$ cat config.mk
export PLATFORM = sky130hd
export DESIGN_NAME = imem_uart_loader
export DESIGN_NICKNAME = d
export VERILOG_FILES = /design/src/rtl/imem_uart_loader_pkg.sv /design/src/rtl/uart_rx_byte.sv /design/src/rtl/imem_uart_loader.sv
export SDC_FILE = /design/constraint.sdc
export NUM_CORES = 1
export LEC_CHECK = 0
export CORE_MARGIN = 2
export CORE_UTILIZATION = 30
export DETAILED_ROUTE_END_ITERATION = 10
export PLACE_DENSITY = 0.43
export SYNTH_ARGS = -nofsm -noshare
export SYNTH_HDL_FRONTEND = slang
export SYNTH_SLANG_ARGS = --single-unit
$ cat constraint.sdc
create_clock -name w_clk -period 3.5 [get_ports w_clk]
set_input_delay 0.7 -clock w_clk [delete_from_list [all_inputs] [get_ports w_clk]]
set_output_delay 0.7 -clock w_clk [all_outputs]
set_load 0.03 [all_outputs]
$ cat src/rtl/imem_uart_loader_pkg.sv
// Shared encodings for the UART program loader.
package imem_uart_loader_pkg;

    // 100 MHz system clock, 115200 baud
    localparam int unsigned ClksPerBitDefault = 868;

    typedef enum logic [2:0] {
        StHdr0,
        StHdr1,
        StData,
        StDone,
        StErr
    } ld_state_e;

    typedef enum logic [1:0] {
        RxIdle,
        RxStart,
        RxData,
        RxStop
    } rx_state_e;

endpackage

$ cat src/rtl/uart_rx_byte.sv
// 8N1 UART receiver: synchroniser, bit timing, one-cycle byte/frame-error strobes.
module uart_rx_byte
    import imem_uart_loader_pkg::*;
#(
    parameter int unsigned CLKS_PER_BIT = ClksPerBitDefault
) (
    input  logic       w_clk,
    input  logic       w_rst,
    input  logic       w_rxd,
    output logic [7:0] rx_byte,
    output logic       byte_valid,
    output logic       frame_err
);

    localparam int unsigned CntW = $clog2(CLKS_PER_BIT);
    localparam logic [CntW-1:0] CntFull = CntW'(CLKS_PER_BIT - 1);
    localparam logic [CntW-1:0] CntHalf = CntW'(CLKS_PER_BIT / 2 - 1);
    localparam logic [CntW-1:0] CntOne  = CntW'(1);

    rx_state_e       state_q, state_d;
    logic            sync1_q, sync2_q, prev_q;
    logic [CntW-1:0] cnt_q, cnt_d;
    logic [2:0]      bit_q, bit_d;
    logic [7:0]      shift_q, shift_d;

    // State register plus synchroniser; line flops reset to idle-high
    always_ff @(posedge w_clk) begin
        if (w_rst) begin
            sync1_q <= 1'b1;
            sync2_q <= 1'b1;
            prev_q  <= 1'b1;
            state_q <= RxIdle;
            cnt_q   <= '0;
            bit_q   <= '0;
            shift_q <= '0;
        end else begin
            sync1_q <= w_rxd;
            sync2_q <= sync1_q;
            prev_q  <= sync2_q;
            state_q <= state_d;
            cnt_q   <= cnt_d;
            bit_q   <= bit_d;
            shift_q <= shift_d;
        end
    end

    // Next-state: bit-timing counter and LSB-first shift register
    always_comb begin
        state_d = state_q;
        cnt_d   = cnt_q + CntOne;
        bit_d   = bit_q;
        shift_d = shift_q;
        unique case (state_q)
            RxIdle: begin
                cnt_d = '0;
                if (prev_q && !sync2_q) state_d = RxStart;
            end
            RxStart: begin
                if (cnt_q == CntHalf) begin
                    cnt_d   = '0;
                    bit_d   = '0;
                    // Line back high at mid start bit means a glitch
                    state_d = sync2_q ? RxIdle : RxData;
                end
            end
            RxData: begin
                if (cnt_q == CntFull) begin
                    cnt_d   = '0;
                    shift_d = {sync2_q, shift_q[7:1]};
                    bit_d   = bit_q + 3'd1;
                    if (bit_q == 3'd7) state_d = RxStop;
                end
            end
            RxStop: begin
                if (cnt_q == CntFull) begin
                    cnt_d   = '0;
                    state_d = RxIdle;
                end
            end
            default: state_d = RxIdle;
        endcase
    end

    // Outputs: strobes on the stop-bit sample
    always_comb begin
        byte_valid = 1'b0;
        frame_err  = 1'b0;
        rx_byte    = shift_q;
        if (state_q == RxStop && cnt_q == CntFull) begin
            byte_valid = sync2_q;
            frame_err  = !sync2_q;
        end
    end

endmodule

$ cat src/rtl/imem_uart_loader.sv
// Loads a program image from UART into imem, then releases the CPU clock-enable.
module imem_uart_loader
    import imem_uart_loader_pkg::*;
#(
    parameter int unsigned CLKS_PER_BIT = ClksPerBitDefault,
    parameter int unsigned ADDR_W       = 12,
    parameter int unsigned MAX_WORDS    = 4096
) (
    input  logic              w_clk,
    input  logic              w_rst,
    input  logic              w_rxd,
    output logic              w_we,
    output logic [ADDR_W-1:0] w_addr,
    output logic [31:0]       w_wdata,
    output logic              w_ce,
    output logic              w_err
);

    localparam logic [ADDR_W:0] IdxOne = (ADDR_W + 1)'(1);

    logic [7:0] rx_byte;
    logic       byte_valid;
    logic       frame_err;

    ld_state_e         state_q, state_d;
    logic [15:0]       n_q, n_d, n_new;
    logic [ADDR_W:0]   idx_q, idx_d;
    logic [1:0]        lane_q, lane_d;
    logic [23:0]       asm_q, asm_d;
    logic              we_q, we_d;
    logic [ADDR_W-1:0] addr_q, addr_d;
    logic [31:0]       wdata_q, wdata_d;
    logic              ce_q, ce_d;

    uart_rx_byte #(
        .CLKS_PER_BIT(CLKS_PER_BIT)
    ) u_rx (
        .w_clk     (w_clk),
        .w_rst     (w_rst),
        .w_rxd     (w_rxd),
        .rx_byte   (rx_byte),
        .byte_valid(byte_valid),
        .frame_err (frame_err)
    );

    // State register and write-port registers
    always_ff @(posedge w_clk) begin
        if (w_rst) begin
            state_q <= StHdr0;
            n_q     <= '0;
            idx_q   <= '0;
            lane_q  <= '0;
            asm_q   <= '0;
            we_q    <= 1'b0;
            addr_q  <= '0;
            wdata_q <= '0;
            ce_q    <= 1'b0;
        end else begin
            state_q <= state_d;
            n_q     <= n_d;
            idx_q   <= idx_d;
            lane_q  <= lane_d;
            asm_q   <= asm_d;
            we_q    <= we_d;
            addr_q  <= addr_d;
            wdata_q <= wdata_d;
            ce_q    <= ce_d;
        end
    end

    // Next-state: header decode, byte-lane assembly, word write
    always_comb begin
        state_d = state_q;
        n_d     = n_q;
        idx_d   = idx_q;
        lane_d  = lane_q;
        asm_d   = asm_q;
        we_d    = 1'b0;
        addr_d  = addr_q;
        wdata_d = wdata_q;
        ce_d    = (state_q == StDone);
        n_new   = {rx_byte, n_q[7:0]};
        unique case (state_q)
            StHdr0: begin
                if (frame_err) begin
                    state_d = StErr;
                end else if (byte_valid) begin
                    n_d     = {8'h00, rx_byte};
                    state_d = StHdr1;
                end
            end
            StHdr1: begin
                if (frame_err) begin
                    state_d = StErr;
                end else if (byte_valid) begin
                    n_d    = n_new;
                    idx_d  = '0;
                    lane_d = '0;
                    if (n_new == 16'd0)                state_d = StDone;
                    else if (32'(n_new) > MAX_WORDS)   state_d = StErr;
                    else                               state_d = StData;
                end
            end
            StData: begin
                if (frame_err) begin
                    state_d = StErr;
                end else begin
                    // Finish on the cycle after the last write pulse
                    if (we_q && 32'(idx_q) == 32'(n_q)) state_d = StDone;
                    if (byte_valid) begin
                        if (lane_q == 2'd3) begin
                            we_d    = 1'b1;
                            addr_d  = idx_q[ADDR_W-1:0];
                            wdata_d = {rx_byte, asm_q};
                            idx_d   = idx_q + IdxOne;
                            lane_d  = 2'd0;
                        end else begin
                            asm_d[{lane_q, 3'b000} +: 8] = rx_byte;
                            lane_d = lane_q + 2'd1;
                        end
                    end
                end
            end
            StDone:  ;
            StErr:   ;
            default: state_d = StHdr0;
        endcase
    end

    // Outputs: write port holds last values; only w_we qualifies them
    always_comb begin
        w_we    = we_q;
        w_addr  = addr_q;
        w_wdata = wdata_q;
        w_ce    = ce_q;
        w_err   = (state_q == StErr);
    end

endmodule
* After elaboration in Yosys (flattened, before gate mapping)
Cells that the tools add are included. Widths: inputs -> output; s select.
Storage, ports and cells: input port bits 3, register bits after elaboration 130, output and inout port bits 47, logic and storage cells 124
Operators by class: multiplexer cells 43, shifts and indexed selects 2, reduce and logical (&&, ||, !) cells 23, order comparisons 1, $add $sub $neg 5, bitwise operators 6, equal/unequal tests 27
Operators by type and width (number):
- $mux 13 | 5
- $mux 16 | 4
- $pmux 16 s2 | 1
- $mux 3 | 10
- $pmux 10 s3 | 1
- $pmux 13 s2 | 1
- $bwmux 24 | 1
- $shift 8x7->24 const A | 1
- $shiftx 8x7->24 | 1
- $mux 2 | 11
- $mux 10 | 2
- $eq 13x16->1 | 1
- $gt 16x13->1 const B | 1
- $logic_not 16->1 | 1
- $reduce_and 4->1 | 4
- $reduce_and 5->1 | 3
- $ne 2x2->1 const B | 7
- $add 13x1->13 const B | 1
- $pmux 3 s4 | 1
- $add 10x1->10 const B | 1
- $eq 10x10->1 const B | 1
- $eq 10x9->1 const B | 1
- $ne 2x1->1 const B | 5
- $ne 3x3->1 const B | 3
- other kinds (23) | 39

* Logic depth before layout (Yosys ltp)
word-level depth 6, mapped depth 10

* Cells and area by module
Synthesis repeated with hierarchy kept, for this count alone.
Unflattened totals: cell total of the unflattened synthesis 653, area total of the unflattened synthesis 5436.5 um^2
Modules (own cells, without submodules):
- imem_uart_loader | times used 1, area an instance 4229.1 um^2, cells an instance 519
- uart_rx_byte | times used 1, area an instance 1207.4 um^2, cells an instance 134

* Worst setup path before layout
OpenSTA, ideal clock, no wires.
kind reg-to-reg, start point register u_rx.cnt_q[0], end point register idx_q[7], cell stages (with the launch flop) 9, path slack 1.371 ns, path buffers 2, arrival time 2.059 ns, period minus slack after synthesis 2.129 ns, setup time 0.070 ns, cells stage by stage dfxtp_1 ha_1 and4_1 buf_4 nand4_2 or4_1 buf_2 or3_1 a21oi_1
On the way: word-level cells in the longest chain between the ends 5
Ends and longest elaborated chain:
- start: declaration | RTL line uart_rx_byte.sv:22 | logic [CntW-1:0] cnt_q, cnt_d;
- start signal: assignment | RTL line uart_rx_byte.sv:41 | cnt_q <= cnt_d;
- $eq 10x10->1 (*) | RTL line uart_rx_byte.sv:89 | if (state_q == RxStop && cnt_q == CntFull) begin
- $logic_and 1x1->1 (*) | RTL line uart_rx_byte.sv:89
- $mux 1 | RTL line uart_rx_byte.sv:89
- $ne 2x2->1 (no line)
- $reduce_and 6->1 (no line) (*)
- end signal: assignment | RTL line imem_uart_loader.sv:61 | idx_q <= idx_d;
- end: declaration | RTL line imem_uart_loader.sv:27 | logic [ADDR_W:0] idx_q, idx_d;
Mark *: on every way between the ends. The rest lies on a longest branch, timed or not. A chain may end at the register's enable or synchronous reset.

* Final worst setup path
start point register state_q[0], end point output port w_err
On the way: word-level cells in the longest chain between the ends 1
Ends and longest elaborated chain:
- start: declaration | RTL line imem_uart_loader.sv:25 | ld_state_e state_q, state_d;
- start signal: assignment | RTL line imem_uart_loader.sv:49 | state_q <= StHdr0;
- start signal: assignment | RTL line imem_uart_loader.sv:59 | state_q <= state_d;
- $eq 3x3->1 | RTL line imem_uart_loader.sv:136 | w_err = (state_q == StErr);
- end: declaration | RTL line imem_uart_loader.sv:16 | output logic w_err
No other way between the ends.

==> results.py <==
metrics = {
    "yosys": {
        "yosysTopAreaCell": "dfxtp_1",
        "ys_seq_area_frac": 0.4861,
        "syn_nets": 672,
        "yosysWarnings": 0,
        "syn_inst": 659,
        "synth_edf_count": 0,
        "synth-async-reset-ratio": 0,
        "synth.top_cell.area_share": 0.4861,
        "yosysMostFrequentCell": "nand2_1",
        "synth_seq_cells": 130,
        "syn_area_um2": 5354,
        "synth_ff_type": "dfxtp_1",
        "yosys-top-cells-count": "156 x nand2_1, 130 x dfxtp_1, 98 x a21oi_1",
        "synth.area.top_cells": "dfxtp_1 49%, nand2_1 11%, a21oi_1 9.2%",
        "ys_types": 45,
        "syn_avg_cell_area_um2": 8.124,
    },
    "die": {
        "start_util": 0.3085,
        "fp.dieW_um": 137.6,
        "die-area_um2": 18930,
        "die_y_um": 137.6,
        "pin_count": 50,
        "rows": 48,
        "core_region_area_um2": 17360,
    },
    "clocking": {
        "clk_path_buf_depth": 2,
        "ctsResizeCount": 0,
        "ctsHoldBuffers": 0,
        "insertion_delay_ps": 430,
        "cts_num_sinks": 130,
        "cts_made_buffers": 17,
        "clk_pin_slew_worst_paths_ps": 60,
        "cts.htree.levels": 4,
        "cts_setup_buffers": 0,
        "cts_tree": "built",
        "root_buffer": "clkbuf_16",
    },
    "detailed_routing": {
        "drc": 0,
        "post_drt_wl_per_cell_um": 14.99,
        "vias": 4532,
        "dr.pass1.iters": 4,
        "detail-route-antenna-nets": 0,
        "viasPerCell": 4.905,
        "wirelength_um": 13850,
        "drt_iter0_markers": 286,
    },
    "setup_path": {
        "critPathArrivalTime_ps": 2030,
        "critPathMaxStageDelay_ps": 740,
        "worstPathRequired_ps": 2800,
        "crit_slowest_cell": "clkdlybuf4s50_1",
        "crit_path_end_kind": "output pin",
        "cp_cell_sequence": "nor3b_1 -> clkdlybuf4s50_1",
        "reg2reg_to": "n_q[0]$_SDFFE_PP0P_",
        "path_max_fanout": 21,
        "critPathKind": "flip-flop to output pin",
        "path_buf_inv": 1,
        "reg2reg_slack_ps": 960,
        "path_delay_family": "buffers and inverters",
        "cp-start-kind": "flip-flop",
        "rr_worst_depth": 6,
        "r2r-start": "u_rx.cnt_q[0]$_SDFF_PP0_",
    },
    "run_status": {
        "outcome": "complete, no violations",
    },
    "global_routing": {
        "grt_usage": 0.1555,
        "grt_pass1_vias": 4254,
        "grt_pass1_wl_um": 22570,
        "grt_start_max_net_pins": 73,
        "antenna_found_initial": 0,
        "grt-ovfl-total": 0,
    },
    "timing": {
        "slew_viol_final": 0,
        "fmax_mhz": 365.8,
        "finalClockSkew_ps": 22.66,
        "max-slew-margin-rel": 0.3414,
        "tightest_slew_ps": 985.8,
        "setup_viol": 0,
        "final.setup.tns_ps": 0,
        "hold_violations": 0,
        "rsz0062_at_grt": "no",
        "period_minus_slack_ps": 2733,
        "fin_crit_sh": 0.7810,
    },
    "worst_hold_path": {
        "hp-class": "flip-flop to flip-flop",
        "min_from": "u_rx.sync1_q$_SDFF_PP1_",
        "holdPathEnd": "u_rx.sync2_q$_SDFF_PP1_",
        "hold_depth": 1,
    },
    "layout": {
        "area_delta_synth_final_pct": 22.83,
        "nets": 699,
        "n_fill_cell": 1811,
        "fin_cells": 924,
        "n_antenna_cell": 0,
        "layout-drive-gt1-share": 0.06867,
    },
    "pwr": {
        "ir_drop_v": 0.0003223,
        "p_switching_mw": 0.7034,
        "p_sw_frac": 0.2132,
        "intPower_mw": 2.597,
        "pwr-share-clk": 0.536,
        "p_per_area_nw_per_um2": 501.8,
        "leakagePower_nw": 2.128,
        "seqPwrFrac": 0.452,
        "power_frac_comb": 0.012,
    },
    "placement": {
        "portBuffers": 49,
        "gp_congestion": 0.8067,
        "dpl.cell_count": 892,
        "hpwl_um": 9211,
    },
    "job": {
        "max_cap_violations": 0,
    },
}
-- kinds of logic after synthesis --
| logic type | synth area share |
|---|---|
| mux | 0.01496 |
| buf+inv | 0.03949 |
| simple gates | 0.2767 |
| xor+xnor | 0.04417 |
| flops | 0.4861 |
| compound gates | 0.1152 |
| fa+ha+maj | 0.02337 |
-- per-layer routing --
| layer | global-route usage | up-vias | share of wire |
|---|---|---|---|
| met5 | 0 | - | 0 |
| li1 | - | 2303 | - |
| met1 | 0.2147 | 2150 | 0.50 |
| met3 | 0.04194 | 8 | 0.045 |
| met2 | 0.2302 | 71 | 0.44 |
| met4 | 0.06014 | 0 | 0.0074 |
-- layout make-up --
cell class / count / area [um2] / share of cell area
Timing Repair Buffer: 53 / 518.0 / 0.07877
Clock buffer: 20 / 466.7 / 0.07097
Sequential cell: 130 / 2603 / 0.3957
Clock inverter: 12 / 132.6 / 0.02017
Tap cell: 225 / 281.5 / 0.04281
Inverter: 8 / 30.03 / 0.004566
Multi-Input combinational cell: 476 / 2545 / 0.3870
-- worst max path at each step --
stage	start	endpoint	cells after the start
CTS	state_q[0]$_SDFFE_PP0P_	w_err	2
global route	state_q[0]$_SDFFE_PP0P_	w_err	2
detailed placement	u_rx.cnt_q[0]$_SDFF_PP0_	n_q[3]$_SDFFE_PP0P_	6
global placement	u_rx.cnt_q[0]$_SDFF_PP0_	n_q[4]$_SDFFE_PP0P_	6
floorplan	u_rx.cnt_q[0]$_SDFF_PP0_	idx_q[7]$_SDFFE_PP0P_	8
finish	state_q[0]$_SDFFE_PP0P_	w_err	2
-- worst reg2reg max path, stage by stage, from the launching register on --
cell,delay [ps]
dfxtp_1,400
ha_1,230
and4_1,360
nand4_1,330
nor3_2,730
mux2i_1,270
nor2_1,60
-- layout by cell type (no fill, tap or decap), types with 6 or more instances in the layout --
master / instances
or2_2: 6
nand3_1: 50
dfxtp_1: 130
ha_1: 10
nand2_1: 156
nand4_1: 13
nor2_1: 35
xnor2_1: 20
nand2b_1: 6
and3_1: 6
clkbuf_16: 17
mux2i_1: 8
clkdlybuf4s50_1: 48
a21oi_1: 98
nor4_1: 9
xor2_1: 7
inv_1: 8
-- sequential cells by signal, indices dropped and copies added (netlist names), 2 cells and up, named ones only --
| name | count |
|---|---|
| w_wdata | 32 |
| asm_q | 24 |
| n_q | 16 |
| idx_q | 13 |
| w_addr | 12 |
| u_rx.cnt_q | 10 |
| u_rx.rx_byte | 8 |
| state_q | 3 |
| u_rx.bit_q | 3 |
| lane_q | 2 |
-- power groups by stage --
stage / registers (mW) / clock network [mW] / logic (mW)
3_5_place_dp: 1.52 / 0 / 0.0394
2_1_floorplan: 1.52 / 0 / 0.0354
3_3_place_gp: 1.52 / 0 / 0.0382
6_report: 1.49 / 1.77 / 0.0386
4_1_cts: 1.49 / 1.82 / 0.0392
5_1_grt: 1.49 / 1.88 / 0.0433
-- metrics by stage --
stage | setup slack (ps) | hold slack (ps) | cell area [um2] | total power [mW] | utilization
final | 766.6 | 428.2 | 6576 | 3.300 | 0.3789
after global routing | 603.5 | 433.9 | 6576 | 3.419 | 0.3789
after CTS | 716.6 | 415.5 | 6576 | 3.351 | 0.3789
after detailed placement | 989.2 | 400.2 | 5977 | 1.564 | 0.3444
after global placement | 1106 | 391.7 | 5977 | 1.563 | 0.3444
after floorplan | 1371 | 389.5 | 5354 | 1.553 | -
Note: power is estimated with default switching activity, not from simulation.
